File: config.mk
export PLATFORM = sky130hd
export DESIGN_NAME = mul_array_sched
export DESIGN_NICKNAME = d
export VERILOG_FILES = /design/src/rtl/mul_array_sched.sv
export SDC_FILE = /design/constraint.sdc
export NUM_CORES = 1
export LEC_CHECK = 0
export BUFFER_PORTS_ARGS = -buffer_cell sky130_fd_sc_hd__buf_2
export CAP_MARGIN = 5
export CORE_ASPECT_RATIO = 1.4
export CORE_UTILIZATION = 42
export DETAILED_ROUTE_END_ITERATION = 8
export PLACE_DENSITY_LB_ADDON = 0.08
export SETUP_SLACK_MARGIN = 0.15
export SYNTH_ARGS = -nofsm -noshare
export SYNTH_HDL_FRONTEND = slang
export SYNTH_SLANG_ARGS = --single-unit
File: constraint.sdc
create_clock -name clk -period 1.9 [get_ports clk]
set_clock_uncertainty 0.05 [all_clocks]
set_input_delay 0.095 -clock clk [delete_from_list [all_inputs] [get_ports clk]]
set_output_delay 0.095 -clock clk [all_outputs]
set_load 0.02 [all_outputs]
File: src/rtl/mul_array_sched.sv
// rtl/mul_array_sched.sv - sequencer for the replicated a_b_mul array with trigger window
module mul_array_sched #(
  parameter int NUM_INST = 100,
  parameter int W        = 12,
  parameter int SETUP    = 2,
  parameter int MUL_LAT  = 3,
  parameter int GAP      = 16
) (
  input  logic                clk,
  input  logic                rst,
  input  logic                cfg_we,
  input  logic [NUM_INST-1:0] cfg_mask,
  input  logic                op_valid,
  input  logic [W-1:0]        op_a,
  input  logic [W-1:0]        op_b,
  output logic                op_ready,
  output logic [W-1:0]        mul_a,
  output logic [W-1:0]        mul_b,
  output logic [NUM_INST-1:0] mul_en,
  output logic                mul_start,
  input  logic [W-1:0]        mul_res,
  output logic                res_valid,
  output logic [W-1:0]        res_out,
  output logic                trig,
  output logic                busy,
  output logic [15:0]         op_cnt
);

  typedef enum logic [2:0] {
    S_IDLE  = 3'd0,
    S_SETUP = 3'd1,
    S_FIRE  = 3'd2,
    S_WAIT  = 3'd3,
    S_CAPT  = 3'd4,
    S_GAP   = 3'd5
  } state_t;

  // Counter reload values; each state exits when cnt reaches zero.
  // The CAPT cycle is already the first quiet cycle after the capture edge,
  // so the GAP state itself only lasts GAP-1 cycles.
  localparam logic [7:0] SETUP_LD = 8'(SETUP - 1);
  localparam logic [7:0] WAIT_LD  = 8'(MUL_LAT - 1);
  localparam logic [7:0] GAP_LD   = (GAP >= 2) ? 8'(GAP - 2) : 8'd0;

  state_t     state, state_nx;
  logic [7:0] cnt, cnt_nx;
  logic       xfer;
  logic       capture;

  assign xfer    = op_valid & op_ready;
  assign capture = (state == S_WAIT) && (cnt == 8'd0);

  // State and phase counter registers
  always_ff @(posedge clk) begin
    if (rst) begin
      state <= S_IDLE;
      cnt   <= 8'd0;
    end else begin
      state <= state_nx;
      cnt   <= cnt_nx;
    end
  end

  // Next-state logic and per-state control outputs
  always_comb begin
    state_nx  = state;
    cnt_nx    = cnt;
    op_ready  = 1'b0;
    mul_start = 1'b0;
    res_valid = 1'b0;
    trig      = 1'b0;
    busy      = 1'b1;
    case (state)
      S_IDLE: begin
        busy     = 1'b0;
        op_ready = !rst;
        if (xfer) begin
          state_nx = S_SETUP;
          cnt_nx   = SETUP_LD;
        end
      end
      S_SETUP: begin
        trig = 1'b1;
        if (cnt == 8'd0) state_nx = S_FIRE;
        else             cnt_nx   = cnt - 8'd1;
      end
      S_FIRE: begin
        trig      = 1'b1;
        mul_start = 1'b1;
        state_nx  = S_WAIT;
        cnt_nx    = WAIT_LD;
      end
      S_WAIT: begin
        trig = 1'b1;
        if (cnt == 8'd0) state_nx = S_CAPT;
        else             cnt_nx   = cnt - 8'd1;
      end
      S_CAPT: begin
        res_valid = 1'b1;
        if (GAP >= 2) begin
          state_nx = S_GAP;
          cnt_nx   = GAP_LD;
        end else begin
          state_nx = S_IDLE;
        end
      end
      S_GAP: begin
        if (cnt == 8'd0) state_nx = S_IDLE;
        else             cnt_nx   = cnt - 8'd1;
      end
      default: begin
        state_nx = S_IDLE;
        cnt_nx   = 8'd0;
      end
    endcase
  end

  // Operand latch, enable mask, result capture and completed-op counter
  always_ff @(posedge clk) begin
    if (rst) begin
      mul_a   <= '0;
      mul_b   <= '0;
      mul_en  <= '1;
      res_out <= '0;
      op_cnt  <= 16'd0;
    end else begin
      if (xfer) begin
        mul_a <= op_a;
        mul_b <= op_b;
      end
      if (cfg_we && (state == S_IDLE)) mul_en <= cfg_mask;
      if (capture) res_out <= mul_res;
      if (state == S_CAPT) op_cnt <= op_cnt + 16'd1;
    end
  end

endmodule
Word level (Yosys, flattened, before mapping) --
Index checks and enable logic that the tools add are counted.
Storage, ports and cells: register bits 163, latch bits 0, RAM bits 0, memory bits (read-only) 0, input port bits 140, output and inout port bits 157, word-level logic and storage cells 42, memories 0
Cells by class: $add $sub $neg 2, multipliers 0, divide/modulo/power cells 0, $lt $le $gt $ge 0, equal/unequal tests 10, shift operators 0, mux-type cells 13, bitwise logic cells 1, reductions and logical operators 9
Operators with widths (count):
- case mux 8 bit (4 select lines) | 1
- case mux 3 bit (6 select lines) | 1
- adder 16 x 1 -> 16 bit, second input constant | 1
- two-way mux 8 bit | 2
- two-way mux 3 bit | 4
- zero test 8 bit | 1
- != test 2 bit, second input constant | 4
- subtractor 8 x 1 -> 8 bit, second input constant | 1
- == test 3 x 2 -> 1 bit, second input constant | 2
- == test 3 bit, second input constant | 2
- OR reduction 3 bit | 2
- two-way mux 1 bit | 5
- AND reduction 4 bit | 1
- == test 3 x 1 -> 1 bit, second input constant | 1
- zero test 3 bit | 1
- logical AND 1 bit | 2
- != test 2 x 1 -> 1 bit, second input constant | 1
- AND reduction 2 bit | 1
- bitwise AND 1 bit | 1
- zero test 1 bit | 1

Longest topological paths before layout --
depth in word-level cells 5, depth in mapped cells 7, depth with buffers taken out 6

Worst setup path before layout --
OpenSTA, ideal clock, no wires.
kind reg2reg, start point register op_cnt[0], end point register op_cnt[14], setup time 0.071 ns, data arrival time 1.812 ns, data required time 1.779 ns, path slack -0.032 ns, cell stages (with the launch flop) 6, buffers on the path 0, clock period less this slack 1.932 ns, cell sequence dfxtp_1 -> ha_1 -> nand4bb_2 -> or2_2 -> or4_1 -> a21oi_1
Between the ends: cells in the longest elaborated chain, start to end 1
Ends and longest elaborated chain:
- start: declaration | RTL line 26 | output logic [15:0] op_cnt
- start signal: assignment | RTL line 133 | if (state == S_CAPT) op_cnt <= op_cnt + 16'd1;
- adder 16 x 1 -> 16 bit | RTL line 133
No other way between the ends. A chain may end at the register's enable or synchronous reset.

Worst setup path in the final report --
start point register cnt[5], end point register cnt[0]
Between the ends: cells in the longest elaborated chain, start to end 3
Ends and longest elaborated chain:
- start: declaration | RTL line 46 | logic [7:0] cnt, cnt_nx;
- start signal: assignment | RTL line 60 | cnt <= cnt_nx;
- zero test 8 bit | RTL line 84, 95, 108
- != test 2 bit (no line)
- AND reduction 2 bit (no line)
No other way between the ends.

==> run metrics <==
Worst Path Required=2.13 ns; crit-path max FO=4; total of max-cap violations=0; Final Instance Area=0.0104 mm^2; clk slew on worst S/H paths=0.06 ns; largest net degree at the start of global routing=65; Critical Path End Type=flop; vias=6701; first-pass GRT wire length=31.2 mm; Adder-Cell Fraction of Synth Area=0.591%; H-tree lvl count=4; Yosys cell types=43; # rows=52; vias in the first global route=6655; Synth Area in Compound Gates=4.90%; largest family of logic cells by synthesized area=simple AND/OR/NAND/NOR gates; total CTS buffers=17; Die Height=148 um; Gate Count Post-Synth=742; remaining antenna violation count after routing=0; worst path arrival time=2.08 ns; GRT Overall Usage=24.9%; Post-Route WL=19.8 mm; crit share post-route=97.5%; register bit total from synthesis=163; routed len/inst=14.3 um; Mapped Area=0.00635 mm^2; fin crit period=1.85 ns; cells along the critical path=or4_4, or4_4, a21oi_2, a2111oi_0; core area=0.0146 mm^2; xor/xnor share of the synthesized area=1.65%; Placed Area=0.00820 mm^2; largest area contributor in the netlist=dfxtp_1; Num Clock Sinks=163; Synth warnings=0; CTS tree=built; DRT Pass-1 Iters=7; VDD IR max=0.000705 V; fin nets=1334; Synth top area share=51.3%; CP max stage cell=or4_4; DR vias/cell=4.82; Syn Area/Cell=8.56 um^2; HP Class=input pin to flop; setup_tns=0 ns; most frequent cells in the layout=296 x buf_2, 233 x nand2_1, 155 x dfxtp_1; Fmax=540 MHz; Cell Pwr Density=1310 mW/mm^2; critical path type=flop to flop; Initial Utilization=43.4%; CP Launch Type=flop; number of port buffers=296; status=finished, final reports clean; synthesis-to-finish area growth=64.4%; Worst-Margin Slew=0.543 ns; Final setup viols=0; Max clock buf depth=2; Final Slew Violations=0; Mapped Nets=885; proportion of synthesized area in mux cells=2.36%; antenna violations before repair=1; I/O pins=297; DRC viols=0; routability cong.=0.839; detailed placement HPWL=12.2 mm; Fin. Hold Viols=0; worst-skew pair later-pin latency=0.41 ns; layout cells sized above 1=34.1%; RSZ-0062 raised after global routing=yes; die area=0.0156 mm^2; DP Worst Slack=0.0590 ns; simple-gate share of the synthesized area=35.9%; Die X=106 um; Layout fillers=1168; Seq/Total Area, Yosys=51.3%; Rel. slew slack=63.8%; Root Driver=clkbuf_16; post-route setup slack=0.0480 ns; Synth area leaders=dfxtp_1 51%, nand2_1 14%, nand3b_1 12%; gr ovfl total=0; most common cell after layout, fill and taps aside=buf_2; DRT iter0 DRCs=272; CP peak stage delay=0.57 ns; CP dominant cell by count=or4_4; leakage=4.88 nW
through the flow:
step	hold slack [ns]	util, %	power, mW	std cells
2_1_floorplan	0.154	-	7.88	742
3_3_place_gp	0.238	56.0	9.67	1204
3_5_place_dp	0.245	56.0	9.71	1204
4_1_cts	0.0403	69.7	13.5	1373
5_1_grt	0.0806	71.4	14.6	1391
6_report	0.0565	71.4	13.7	1391
where the power goes:
part	internal, mW	total, mW	switching [mW]
clock	2.15	3.48	1.34
combinational	2.30	5.55	3.25
sequential	4.24	4.70	0.461
cell families (layout without fill, tap and decap cells):
kind of cell,count (synthesis),count (layout)
AO/OA/AOI/OAI,53,53
XOR/XNOR,12,12
multiplexers,15,15
flip-flops,163,163
other,0,1
adder cells (fa/ha/maj),3,3
buffers and inverters,53,512
AND/OR/NAND/NOR,443,443
path summary, 6_finish.rpt:
path,from,to,slack [ns],cells past startpoint
hold / removal,cfg_we,mul_en[89]$_SDFFE_PP1P_,0.06,4
setup / recovery,cnt[5]$_SDFFE_PP0P_,cnt[0]$_SDFFE_PP0P_,0.05,4
hold reg to reg,mul_en[6]$_SDFFE_PP1P_,mul_en[6]$_SDFFE_PP1P_,0.41,2
setup reg to reg,cnt[5]$_SDFFE_PP0P_,cnt[0]$_SDFFE_PP0P_,0.05,4
Yosys cell counts, drive strengths merged:
cell type	number
and3	3
or2b	1
or2	1
nand2	234
or4	7
nand4bb	1
clkbuf	40
dfxtp	163
nor3b	3
or3b	1
nor2b	2
a22o	1
o211ai	1
xnor2	5
nand3b	100
nor2	33
nand2b	25
o21ai	28
mux2i	15
or3	1
nor4b	1
nor4	4
nand4	8
a21bo	1
and2	1
a21boi	2
ha	3
a21oi	11
a31oi	1
xor2	7
inv	5
buf	8
a221o	1
nand3	6
nor3	9
a2111oi	1
o31ai	6
nor4bb	1
nand4b	1
flip-flops by register name, indices dropped and copies added, names as in the netlist:
register,count
mul_en,100
op_cnt,16
mul_a,12
mul_b,12
res_out,12
cnt,8
state,3
metal layers:
layer / track usage [%] / wire [um] / part of all wire [%] / vias to the layer above
met5: 0 / 0 / 0 / -
met4: 13.5 / 808 / 4.1 / 0
met3: 6.79 / 1100 / 5.6 / 63
met2: 44.0 / 10100 / 51 / 237
met1: 26.7 / 7810 / 39 / 3043
li1: - / - / - / 3358
critical path: cells and delay by family, from the launching register on:
kind / cells / cell delay, ns
simple gates: 2 / 1.11
flops: 1 / 0.32
compound gates: 2 / 0.23
cell type report:
type,instances,area [um^2],area share (%)
antenna,1,2.50,0.0240
timing repair buffer,478,3300,31.6
inverter,5,21.3,0.204
clock buffer,20,467,4.47
clock inverter,9,131,1.26
multi-input combinational,526,3010,28.8
tap,189,236,2.26
sequential,163,3290,31.5
timing repair:
item                       in CTS  in global routing
gates cloned                    0                  4
hold buffers                  137                  0
pin swaps                       1                 10
hold endpoints to repair      137                  0
setup endpoints to repair      16                 43
gates resized for setup         5                 26
buffers inserted                3                 13
No activity file was read; power rests on OpenSTA's default activity.
